File: src/rtl/uart_bridge_pkg.sv
// Shared constants for the UART command bridge: protocol opcodes and
// parser state encodings.
package uart_bridge_pkg;

  localparam logic [7:0] OP_READ  = 8'h52;  // 'R'
  localparam logic [7:0] OP_WRITE = 8'h57;  // 'W'
  localparam logic [7:0] OP_ABORT = 8'h2F;  // '/'
  localparam logic [7:0] RSP_ACK  = 8'h4B;  // 'K'

  typedef enum logic [2:0] {
    P_IDLE  = 3'd0,
    P_ADDR  = 3'd1,
    P_DATA  = 3'd2,
    P_ISSUE = 3'd3,
    P_RSP   = 3'd4,
    P_TX    = 3'd5
  } parser_state_t;

endpackage

File: src/rtl/uart_byte_rx.sv
// UART byte receiver: two-flop synchroniser, falling-edge start detect,
// mid-bit sampling, stop-bit framing check and a one-cycle byte strobe
// that appears the cycle after the stop-bit sample.
module uart_byte_rx #(
  parameter int CLK_DIV = 234
) (
  input  logic       clk_i,
  input  logic       rst_i,
  input  logic       rx_i,
  output logic [7:0] data_o,
  output logic       strobe_o,
  output logic       frame_err_o
);

  localparam int             CW      = $clog2(CLK_DIV);
  localparam logic [CW-1:0]  HALF_M1 = CW'(CLK_DIV / 2 - 1);
  localparam logic [CW-1:0]  FULL_M1 = CW'(CLK_DIV - 1);

  typedef enum logic [1:0] {R_IDLE, R_START, R_DATA, R_STOP} rx_state_t;

  rx_state_t     state_q, state_d;
  logic [CW-1:0] cnt_q, cnt_d;
  logic [2:0]    bit_q, bit_d;
  logic [7:0]    shift_q, shift_d;
  logic [1:0]    sync_q;
  logic          prev_q;
  logic          strobe_q, strobe_d;
  logic          ferr_q, ferr_d;
  logic          rx_s;

  assign rx_s        = sync_q[1];
  assign data_o      = shift_q;
  assign strobe_o    = strobe_q;
  assign frame_err_o = ferr_q;

  // Synchronise the asynchronous line and keep last value for edge detect
  always_ff @(posedge clk_i or posedge rst_i) begin
    if (rst_i) begin
      sync_q <= 2'b11;
      prev_q <= 1'b1;
    end else begin
      sync_q <= {sync_q[0], rx_i};
      prev_q <= sync_q[1];
    end
  end

  // Frame sampler state and datapath registers
  always_ff @(posedge clk_i or posedge rst_i) begin
    if (rst_i) begin
      state_q  <= R_IDLE;
      cnt_q    <= '0;
      bit_q    <= '0;
      shift_q  <= '0;
      strobe_q <= 1'b0;
      ferr_q   <= 1'b0;
    end else begin
      state_q  <= state_d;
      cnt_q    <= cnt_d;
      bit_q    <= bit_d;
      shift_q  <= shift_d;
      strobe_q <= strobe_d;
      ferr_q   <= ferr_d;
    end
  end

  // Next-state: half-bit to the start centre, then full bits to each centre
  always_comb begin
    state_d  = state_q;
    cnt_d    = cnt_q;
    bit_d    = bit_q;
    shift_d  = shift_q;
    strobe_d = 1'b0;
    ferr_d   = 1'b0;
    case (state_q)
      R_IDLE: begin
        if (prev_q && !rx_s) begin
          state_d = R_START;
          cnt_d   = '0;
        end
      end
      R_START: begin
        if (cnt_q == HALF_M1) begin
          // A line that is high again at mid-start was only a glitch
          state_d = rx_s ? R_IDLE : R_DATA;
          cnt_d   = '0;
          bit_d   = '0;
        end else begin
          cnt_d = cnt_q + 1'b1;
        end
      end
      R_DATA: begin
        if (cnt_q == FULL_M1) begin
          cnt_d   = '0;
          shift_d = {rx_s, shift_q[7:1]};
          bit_d   = bit_q + 3'd1;
          if (bit_q == 3'd7) state_d = R_STOP;
        end else begin
          cnt_d = cnt_q + 1'b1;
        end
      end
      R_STOP: begin
        if (cnt_q == FULL_M1) begin
          state_d  = R_IDLE;
          cnt_d    = '0;
          strobe_d = rx_s;
          ferr_d   = !rx_s;
        end else begin
          cnt_d = cnt_q + 1'b1;
        end
      end
      default: state_d = R_IDLE;
    endcase
  end

endmodule

File: src/rtl/uart_cmd_bridge.sv
// UART command bridge: parses framed R/W commands from the serial link,
// issues them over a valid/ready handshake, and returns read data or a
// write acknowledge over TX.
module uart_cmd_bridge
  import uart_bridge_pkg::*;
#(
  parameter int CLK_DIV      = 234,
  parameter int ADDR_BYTES   = 3,
  parameter int DATA_BYTES   = 2,
  parameter int TIMEOUT_BITS = 20
) (
  input  logic                    sys_clk_i,
  input  logic                    sys_rst_i,
  input  logic                    uart_rx_i,
  output logic                    uart_tx_o,
  output logic                    cmd_valid_o,
  input  logic                    cmd_ready_i,
  output logic                    cmd_write_o,
  output logic [8*ADDR_BYTES-1:0] cmd_addr_o,
  output logic [8*DATA_BYTES-1:0] cmd_wdata_o,
  input  logic                    rsp_valid_i,
  output logic                    rsp_ready_o,
  input  logic [8*DATA_BYTES-1:0] rsp_data_i,
  output logic                    err_frame_o,
  output logic                    err_cmd_o,
  output logic                    busy_o
);

  localparam int AW      = 8 * ADDR_BYTES;
  localparam int DW      = 8 * DATA_BYTES;
  localparam int MAXB    = (ADDR_BYTES > DATA_BYTES) ? ADDR_BYTES : DATA_BYTES;
  localparam int BC_W    = $clog2(MAXB + 1);
  localparam int BL_W    = $clog2(DATA_BYTES + 1);
  localparam int CW      = $clog2(CLK_DIV);
  localparam int TO_W    = $clog2(TIMEOUT_BITS * CLK_DIV) + 1;
  localparam logic [TO_W-1:0] TO_LIM  = TO_W'(TIMEOUT_BITS * CLK_DIV - 1);
  localparam logic [CW-1:0]   FULL_M1 = CW'(CLK_DIV - 1);

  logic [7:0] rx_byte;
  logic       rx_strobe;
  logic       rx_ferr;

  uart_byte_rx #(.CLK_DIV(CLK_DIV)) u_rx (
    .clk_i      (sys_clk_i),
    .rst_i      (sys_rst_i),
    .rx_i       (uart_rx_i),
    .data_o     (rx_byte),
    .strobe_o   (rx_strobe),
    .frame_err_o(rx_ferr)
  );

  parser_state_t   state_q, state_d;
  logic [BC_W-1:0] byte_cnt_q, byte_cnt_d;
  logic [AW-1:0]   addr_sh_q, addr_sh_d;
  logic [DW-1:0]   data_sh_q, data_sh_d;
  logic            wr_sh_q, wr_sh_d;
  logic [TO_W-1:0] to_cnt_q, to_cnt_d;
  logic            err_cmd_q, err_cmd_d;
  logic [AW-1:0]   cmd_addr_q;
  logic [DW-1:0]   cmd_wdata_q;
  logic            cmd_write_q;
  logic            issue_load;
  logic            timeout_hit;

  logic            tx_start;
  logic [DW-1:0]   tx_word;
  logic [BL_W-1:0] tx_bytes;
  logic            tx_done;

  logic            tx_q;
  logic            tx_active_q;
  logic [8:0]      tx_shift_q;
  logic [DW-1:0]   tx_buf_q;
  logic [3:0]      tx_bits_q;
  logic [CW-1:0]   tx_cnt_q;
  logic [BL_W-1:0] tx_left_q;

  assign timeout_hit = (to_cnt_q == TO_LIM);
  assign issue_load  = (state_d == P_ISSUE) && (state_q != P_ISSUE);
  assign tx_done     = tx_active_q && (tx_cnt_q == FULL_M1) && (tx_bits_q == 4'd9)
                       && (tx_left_q == BL_W'(1));

  assign uart_tx_o   = tx_q;
  assign cmd_valid_o = (state_q == P_ISSUE);
  assign rsp_ready_o = (state_q == P_RSP);
  assign busy_o      = (state_q != P_IDLE);
  assign cmd_addr_o  = cmd_addr_q;
  assign cmd_wdata_o = cmd_wdata_q;
  assign cmd_write_o = cmd_write_q;
  assign err_frame_o = rx_ferr;
  assign err_cmd_o   = err_cmd_q;

  // Parser registers; command outputs only change when a new command issues
  always_ff @(posedge sys_clk_i or posedge sys_rst_i) begin
    if (sys_rst_i) begin
      state_q     <= P_IDLE;
      byte_cnt_q  <= '0;
      addr_sh_q   <= '0;
      data_sh_q   <= '0;
      wr_sh_q     <= 1'b0;
      to_cnt_q    <= '0;
      err_cmd_q   <= 1'b0;
      cmd_addr_q  <= '0;
      cmd_wdata_q <= '0;
      cmd_write_q <= 1'b0;
    end else begin
      state_q    <= state_d;
      byte_cnt_q <= byte_cnt_d;
      addr_sh_q  <= addr_sh_d;
      data_sh_q  <= data_sh_d;
      wr_sh_q    <= wr_sh_d;
      to_cnt_q   <= to_cnt_d;
      err_cmd_q  <= err_cmd_d;
      if (issue_load) begin
        cmd_addr_q  <= addr_sh_d;
        cmd_write_q <= wr_sh_q;
        if (wr_sh_q) cmd_wdata_q <= data_sh_d;
      end
    end
  end

  // Parser next-state, timeout counter and TX launch request
  always_comb begin
    state_d    = state_q;
    byte_cnt_d = byte_cnt_q;
    addr_sh_d  = addr_sh_q;
    data_sh_d  = data_sh_q;
    wr_sh_d    = wr_sh_q;
    err_cmd_d  = 1'b0;
    tx_start   = 1'b0;
    tx_word    = rsp_data_i;
    tx_bytes   = BL_W'(DATA_BYTES);
    case (state_q)
      P_IDLE: begin
        if (rx_strobe) begin
          if (rx_byte == OP_READ || rx_byte == OP_WRITE) begin
            state_d    = P_ADDR;
            wr_sh_d    = (rx_byte == OP_WRITE);
            byte_cnt_d = '0;
          end else if (rx_byte != OP_ABORT) begin
            err_cmd_d = 1'b1;
          end
        end
      end
      P_ADDR: begin
        if (rx_ferr) begin
          state_d = P_IDLE;
        end else if (rx_strobe) begin
          if (rx_byte == OP_ABORT) begin
            state_d = P_IDLE;
          end else begin
            addr_sh_d = (addr_sh_q << 8) | AW'(rx_byte);
            if (byte_cnt_q == BC_W'(ADDR_BYTES - 1)) begin
              byte_cnt_d = '0;
              state_d    = wr_sh_q ? P_DATA : P_ISSUE;
            end else begin
              byte_cnt_d = byte_cnt_q + 1'b1;
            end
          end
        end else if (timeout_hit) begin
          state_d   = P_IDLE;
          err_cmd_d = 1'b1;
        end
      end
      P_DATA: begin
        if (rx_ferr) begin
          state_d = P_IDLE;
        end else if (rx_strobe) begin
          if (rx_byte == OP_ABORT) begin
            state_d = P_IDLE;
          end else begin
            data_sh_d = (data_sh_q << 8) | DW'(rx_byte);
            if (byte_cnt_q == BC_W'(DATA_BYTES - 1)) begin
              byte_cnt_d = '0;
              state_d    = P_ISSUE;
            end else begin
              byte_cnt_d = byte_cnt_q + 1'b1;
            end
          end
        end else if (timeout_hit) begin
          state_d   = P_IDLE;
          err_cmd_d = 1'b1;
        end
      end
      P_ISSUE: begin
        if (rx_strobe) err_cmd_d = 1'b1;
        if (cmd_ready_i) begin
          if (wr_sh_q) begin
            state_d  = P_TX;
            tx_start = 1'b1;
            tx_word  = DW'(RSP_ACK) << (DW - 8);
            tx_bytes = BL_W'(1);
          end else begin
            state_d = P_RSP;
          end
        end
      end
      P_RSP: begin
        if (rx_strobe) err_cmd_d = 1'b1;
        if (rsp_valid_i) begin
          state_d  = P_TX;
          tx_start = 1'b1;
        end
      end
      P_TX: begin
        if (rx_strobe) err_cmd_d = 1'b1;
        if (tx_done) state_d = P_IDLE;
      end
      default: state_d = P_IDLE;
    endcase

    // Inter-byte timer only runs while a command is being collected
    if (rx_strobe || !(state_q == P_ADDR || state_q == P_DATA)) begin
      to_cnt_d = '0;
    end else if (!timeout_hit) begin
      to_cnt_d = to_cnt_q + 1'b1;
    end else begin
      to_cnt_d = to_cnt_q;
    end
  end

  // TX shifter: start bit, 8 data bits LSB-first, stop bit, bytes back-to-back
  always_ff @(posedge sys_clk_i or posedge sys_rst_i) begin
    if (sys_rst_i) begin
      tx_q        <= 1'b1;
      tx_active_q <= 1'b0;
      tx_shift_q  <= 9'h1FF;
      tx_buf_q    <= '0;
      tx_bits_q   <= '0;
      tx_cnt_q    <= '0;
      tx_left_q   <= '0;
    end else if (tx_start) begin
      tx_q        <= 1'b0;
      tx_active_q <= 1'b1;
      tx_shift_q  <= {1'b1, tx_word[DW-1 -: 8]};
      tx_buf_q    <= tx_word << 8;
      tx_bits_q   <= '0;
      tx_cnt_q    <= '0;
      tx_left_q   <= tx_bytes;
    end else if (tx_active_q) begin
      if (tx_cnt_q == FULL_M1) begin
        tx_cnt_q <= '0;
        if (tx_bits_q == 4'd9) begin
          if (tx_left_q == BL_W'(1)) begin
            tx_active_q <= 1'b0;
            tx_left_q   <= '0;
            tx_q        <= 1'b1;
          end else begin
            tx_left_q  <= tx_left_q - 1'b1;
            tx_q       <= 1'b0;
            tx_shift_q <= {1'b1, tx_buf_q[DW-1 -: 8]};
            tx_buf_q   <= tx_buf_q << 8;
            tx_bits_q  <= '0;
          end
        end else begin
          tx_q       <= tx_shift_q[0];
          tx_shift_q <= {1'b1, tx_shift_q[8:1]};
          tx_bits_q  <= tx_bits_q + 4'd1;
        end
      end else begin
        tx_cnt_q <= tx_cnt_q + 1'b1;
      end
    end
  end

endmodule

File: config.mk
export PLATFORM = sky130hd
export DESIGN_NAME = uart_cmd_bridge
export DESIGN_NICKNAME = d
export VERILOG_FILES = /design/src/rtl/uart_bridge_pkg.sv /design/src/rtl/uart_byte_rx.sv /design/src/rtl/uart_cmd_bridge.sv
export SDC_FILE = /design/constraint.sdc
export NUM_CORES = 1
export LEC_CHECK = 0
export BUFFER_PORTS_ARGS = -buffer_cell sky130_fd_sc_hd__buf_2
export CORE_ASPECT_RATIO = 1.25
export CORE_MARGIN = 2
export CORE_UTILIZATION = 33
export CTS_CLUSTER_SIZE = 40
export DETAILED_ROUTE_END_ITERATION = 16
export PLACE_DENSITY_LB_ADDON = 0.25
export RECOVER_POWER = 50
export SETUP_SLACK_MARGIN = 0.15
export SYNTH_ARGS = -nofsm -noshare
export SYNTH_HDL_FRONTEND = slang
export SYNTH_SLANG_ARGS = --single-unit
File: constraint.sdc
create_clock -name sys_clk_i -period 6.1 [get_ports sys_clk_i]
set_clock_uncertainty 0.1 [all_clocks]
set_input_delay 0.915 -clock sys_clk_i [delete_from_list [all_inputs] [get_ports sys_clk_i]]
set_output_delay 0.915 -clock sys_clk_i [all_outputs]
set_load 0.02 [all_outputs]
* Yosys cells after proc, flatten, opt, wreduce, memory -nomap -nowiden
Index checks and enable logic that the tools add are counted.
Widths: inputs -> output; s select.
** Word-level totals
- Register bits after elaboration :: 169
- Logic and storage cells :: 211
** Operators by class
- Add/subtract/negate cells :: 7
- Eq/ne operators :: 39
- Muxes and demuxes :: 107
- Bitwise logic cells :: 2
- Reduce and logical (&&, ||, !) cells :: 31
** Operator list (count)
- $mux 16 :: 12
- $mux 24 :: 4
- $mux 2 :: 24
- $mux 3 :: 16
- $mux 8 :: 6
- $mux 9 :: 5
- $mux 14 :: 2
- $mux 1 :: 26
- $eq 8x7->1 const B :: 3
- $or 24x8->24 :: 1
- $pmux 8 s3 :: 1
- $mux 4 :: 5
- $ne 2x1->1 const B :: 9
- $pmux 3 s6 :: 1
- $add 8x1->8 const B :: 2
- $eq 8x8->1 const B :: 2
- $or 16x8->16 :: 1
- $add 14x1->14 const B :: 1
- $eq 14x13->1 const B :: 1
- $ne 2x2->1 const B :: 6
- $reduce_and 3->1 :: 4
- $eq 3x2->1 const B :: 3
- $eq 3x3->1 const B :: 3
- $reduce_and 9->1 :: 1
- other kinds (29) :: 47

* Logic depth before layout (Yosys ltp)
- Depth in word-level cells :: 9
- Depth in mapped cells :: 9
- Gate-level depth less buffers :: 8

* Cells and area by module
A second synthesis with hierarchy kept.
** Unflattened totals
- Cells, all modules :: 657
- Area total of the unflattened synthesis :: 7483.4 µm²
** By module, submodules not included
- uart_cmd_bridge :: instances 1, cells each 536, area each 6139.6 µm², seq. area each 3364.5 µm²
- uart_byte_rx :: instances 1, cells each 121, area each 1343.8 µm², seq. area each 654.4 µm²

* Least setup slack after synthesis
No wires, ideal clock.
- Path kind :: register to register
- Start :: reg state_q[0]
- End :: reg cmd_wdata_q[0] (netlist: cmd_wdata_o[0])
- Library setup time :: 0.125 ns
- Arrival :: 2.525 ns
- Required time :: 5.875 ns
- Path slack :: 3.350 ns
- Cell stages (with the launch flop) :: 8
- Cells stage by stage :: dfrtp_1 nor3b_1 and2_1 clkbuf_1 nor4_4 a211oi_4 buf_8 mux2_4
** RTL lines
- start, declared :: line uart_cmd_bridge.sv:52 : parser_state_t state_q, state_d;
- start signal, assigned :: line uart_cmd_bridge.sv:107 : state_q <= state_d;
- $eq 3x3->1
- named net rsp_ready_o :: line uart_cmd_bridge.sv:22 : output logic rsp_ready_o,
- $pmux 3 s6 :: line uart_cmd_bridge.sv:133 : case (state_q)
- $eq 3x2->1 :: line uart_cmd_bridge.sv:79 : assign issue_load = (state_d == P_ISSUE) && (state_q != P_ISSUE);
- $logic_and 1x1->1 :: line uart_cmd_bridge.sv:79
- $reduce_and 2->1 (no source line)
- end signal, assigned :: line uart_cmd_bridge.sv:117 : if (wr_sh_q) cmd_wdata_q <= data_sh_d;
- end, declared :: line uart_cmd_bridge.sv:60 : logic [DW-1:0] cmd_wdata_q;
The timed path passes the listed nets, and every way through them passes these cells.
A chain may end at the register's enable or synchronous reset.

==> flow_summary.ini <==
[run_status]
outcome = complete, but fails checks
failed_checks = capacitance limit, slew limit

[power_and_ir_drop]
p_leak_nw = 3.982
switching_share = 0.2846
pwr-share-comb = 0.161
ir_drop_uv = 198.3
power.share.clock = 0.378
intPower_mw = 2.012
seq_power_share = 0.461
power.switching_mw = 0.8004
power_density_nw_per_um2 = 336.7

[placed_design]
placedCellCount = 970
gp_congestion = 0.8217
portBuffers = 67
dpl.hpwl_um = 10300

[drt]
firstDrtPassIters = 4
wire_per_inst_um = 14.81
drc_errors = 0
drt_iter0_drc = 277
vias = 4814
finalWirelength_um = 14840
ant_nets = 0
via_per_inst = 4.804

[yosys]
syn_inst = 643
avgSynthCellArea_um2 = 11.21
synth_cell_types = 66
syn_nets = 677
synthMostInstantiatedCell = dfrtp_1
ys_ff_latch = 160
synth_common_cells = 148 x dfrtp_1, 110 x nand2_1, 54 x mux2_2
async_flop_share = 1.000
yosysSeqAreaShare = 0.5575
yosysTopAreaCell = dfrtp_1
synthTopCellsByArea = dfrtp_1 51%, mux2_2 8.4%, nand2_1 5.7%
synth-warning-count = 0
syn_area_um2 = 7208
synth_edf_count = 0
synth_top_area_share = 0.5138
synthFlopType = dfrtp_1

[worst_setup_path]
cp_max_fo = 58
critPathLaunchType = input port
cp.arrival_ns = 3.75
setup.worst_path.class = in2async
crit_required_ns = 6.28
critPathCaptureType = asynchronous set/reset pin

[cells_and_area]
drive_gt1_frac = 0.2296
n_antenna_cell = 0
syn_to_final_growth_pct = 15.88
fin_util = 0.3890
fin_nets = 744
layoutNonFillerInstCount = 1002
fill_cells = 2218

[global_route]
antenna_found_initial = 0
grt_max_degree = 59
grt.total_usage = 0.1349
grt_pass1_vias = 4823
overflow = 0
grt_pass1_wl_um = 24520

[clocking]
clk_pin_slew_ns = 0.06
holdBufCountCts = 0
cts_buffers = 17
cts_root_buffer = clkbuf_16
htreeDepth = 4
cts_buffer_depth = 2
post_cts_buffers = 0
post_cts_resized = 0
clock_sinks = 160
cts_tree = yes
clk_latency_ns = 0.42

[floorplan]
die_area_um2 = 23050
fp.dieH_um = 169.2
start_util = 0.3357
ios = 68
core_um2 = 21470
die_x_um = 136.2
num_rows = 60

[sta]
maxSlewViolCount = 59
fin_crit_ns = 3.573
slew-limit-headroom = -0.6663
tns_ns = 0
setup_viol = 0
fmax_mhz = 279.8
worst_pin_slew_ns = 2.486
period_share = 0.5858
finalHoldViolations = 0
rsz0062_at_grt = false

[min_path]
hp-class = reg2reg

[run]
max_cap_viol_count = 1
==> worst paths after layout <==
kind | start | end | slack [ns] | cells after the start
min | u_rx.sync_q[0]$_DFF_PP1_ | u_rx.sync_q[1]$_DFF_PP1_ | 0.26 | 0
max | sys_rst_i | cmd_wdata_o[15]$_DFFE_PP0P_ | 2.53 | 3
max in group sys_clk_i | state_q[0]$_DFF_PP0_ | cmd_wdata_o[14]$_DFFE_PP0P_ | 2.60 | 6
max reg2reg | state_q[0]$_DFF_PP0_ | cmd_wdata_o[14]$_DFFE_PP0P_ | 2.60 | 6
min in group asynchronous | sys_rst_i | cmd_addr_o[21]$_DFFE_PP0P_ | 1.06 | 2
min reg2reg | u_rx.sync_q[0]$_DFF_PP1_ | u_rx.sync_q[1]$_DFF_PP1_ | 0.26 | 0
==> power by group through the flow <==
stage	Sequential, mW	Clock (mW)	Combinational, mW
2_1_floorplan	1.28	0	0.374
3_3_place_gp	1.31	0	0.453
3_5_place_dp	1.31	0	0.461
4_1_cts	1.29	1.09	0.463
5_1_grt	1.31	1.13	0.524
6_report	1.30	1.06	0.454
==> stage by stage <==
| step | total power, mW | hold WS, ns | setup WS [ns] | cell area (µm²) |
|---|---|---|---|---|
| floorplan | 1.656 | 0.2452 | 0.7849 | 7208 |
| global placement | 1.764 | 0.2476 | 2.639 | 7797 |
| detailed placement | 1.774 | 0.2503 | 2.559 | 7797 |
| CTS | 2.851 | 0.2591 | 2.548 | 8388 |
| global route | 2.971 | 0.2697 | 1.866 | 8353 |
| finish | 2.813 | 0.2632 | 2.527 | 8353 |
==> cell families after synthesis <==
logic type               Yosys count  synth area share
AND/OR/NAND/NOR                  238            0.1637
flip-flops                       160            0.5575
AO/OA/AOI/OAI                    104           0.09600
multiplexers                      70            0.1135
buffers and inverters             43           0.02846
XOR/XNOR                          15           0.01823
adder cells (fa/ha/maj)           13           0.02257
==> worst max-delay path, stage by stage <==
cell	delay, ns
buf_2	0.10
clkinvlp_2	1.40
clkbuf_2	1.25
==> area by class of cell <==
| type | count | area (µm²) | share of cell area |
|---|---|---|---|
| Sequential cell | 160 | 4019 | 0.4811 |
| Multi-Input combinational cell | 440 | 2984 | 0.3572 |
| Clock buffer | 21 | 460.4 | 0.05512 |
| Tap cell | 279 | 349.1 | 0.04179 |
| Timing Repair Buffer | 71 | 334.1 | 0.03999 |
| Clock inverter | 11 | 130.1 | 0.01558 |
| Inverter | 20 | 76.32 | 0.009137 |
==> per-layer routing <==
| metal | share of wire | wire (µm) | global-route usage |
|---|---|---|---|
| met1 | 0.45 | 6682 | 0.1724 |
| met5 | 0 | 0 | 0 |
| met4 | 0.013 | 192 | 0.04620 |
| met2 | 0.51 | 7500 | 0.2248 |
| met3 | 0.031 | 466 | 0.03017 |
==> state kept, by name, summed over array words and instances (netlist names), 2 cells and up, named ones only <==
name,cells
tx_bits_q,4
tx_cnt_q,8
u_rx.sync_q,2
tx_left_q,2
addr_sh_q,24
u_rx.cnt_q,8
u_rx.data_o,8
tx_buf_q,8
to_cnt_q,14
state_q,3
tx_shift_q,8
data_sh_q,16
cmd_wdata_o,16
cmd_addr_o,24
byte_cnt_q,2
u_rx.bit_q,3
==> cell usage in the layout (no fill, tap or decap), types with 6 or more instances in the layout <==
master and instances:
dfstp_2 11, inv_1 19, xor2_1 10, nand2_1 110
buf_2 47, mux2i_1 6, ha_1 13, nor2_1 39
and3_1 6, nand2b_1 10, dfrtp_1 148, a22o_1 14
nor3_1 13, a21oi_1 15, o21ai_0 34, mux2_2 54
o22ai_1 6, clkbuf_1 23, nor2b_1 6, nand3_1 11
mux2_4 10, clkbuf_16 17
(Power assumes the default switching activity.)
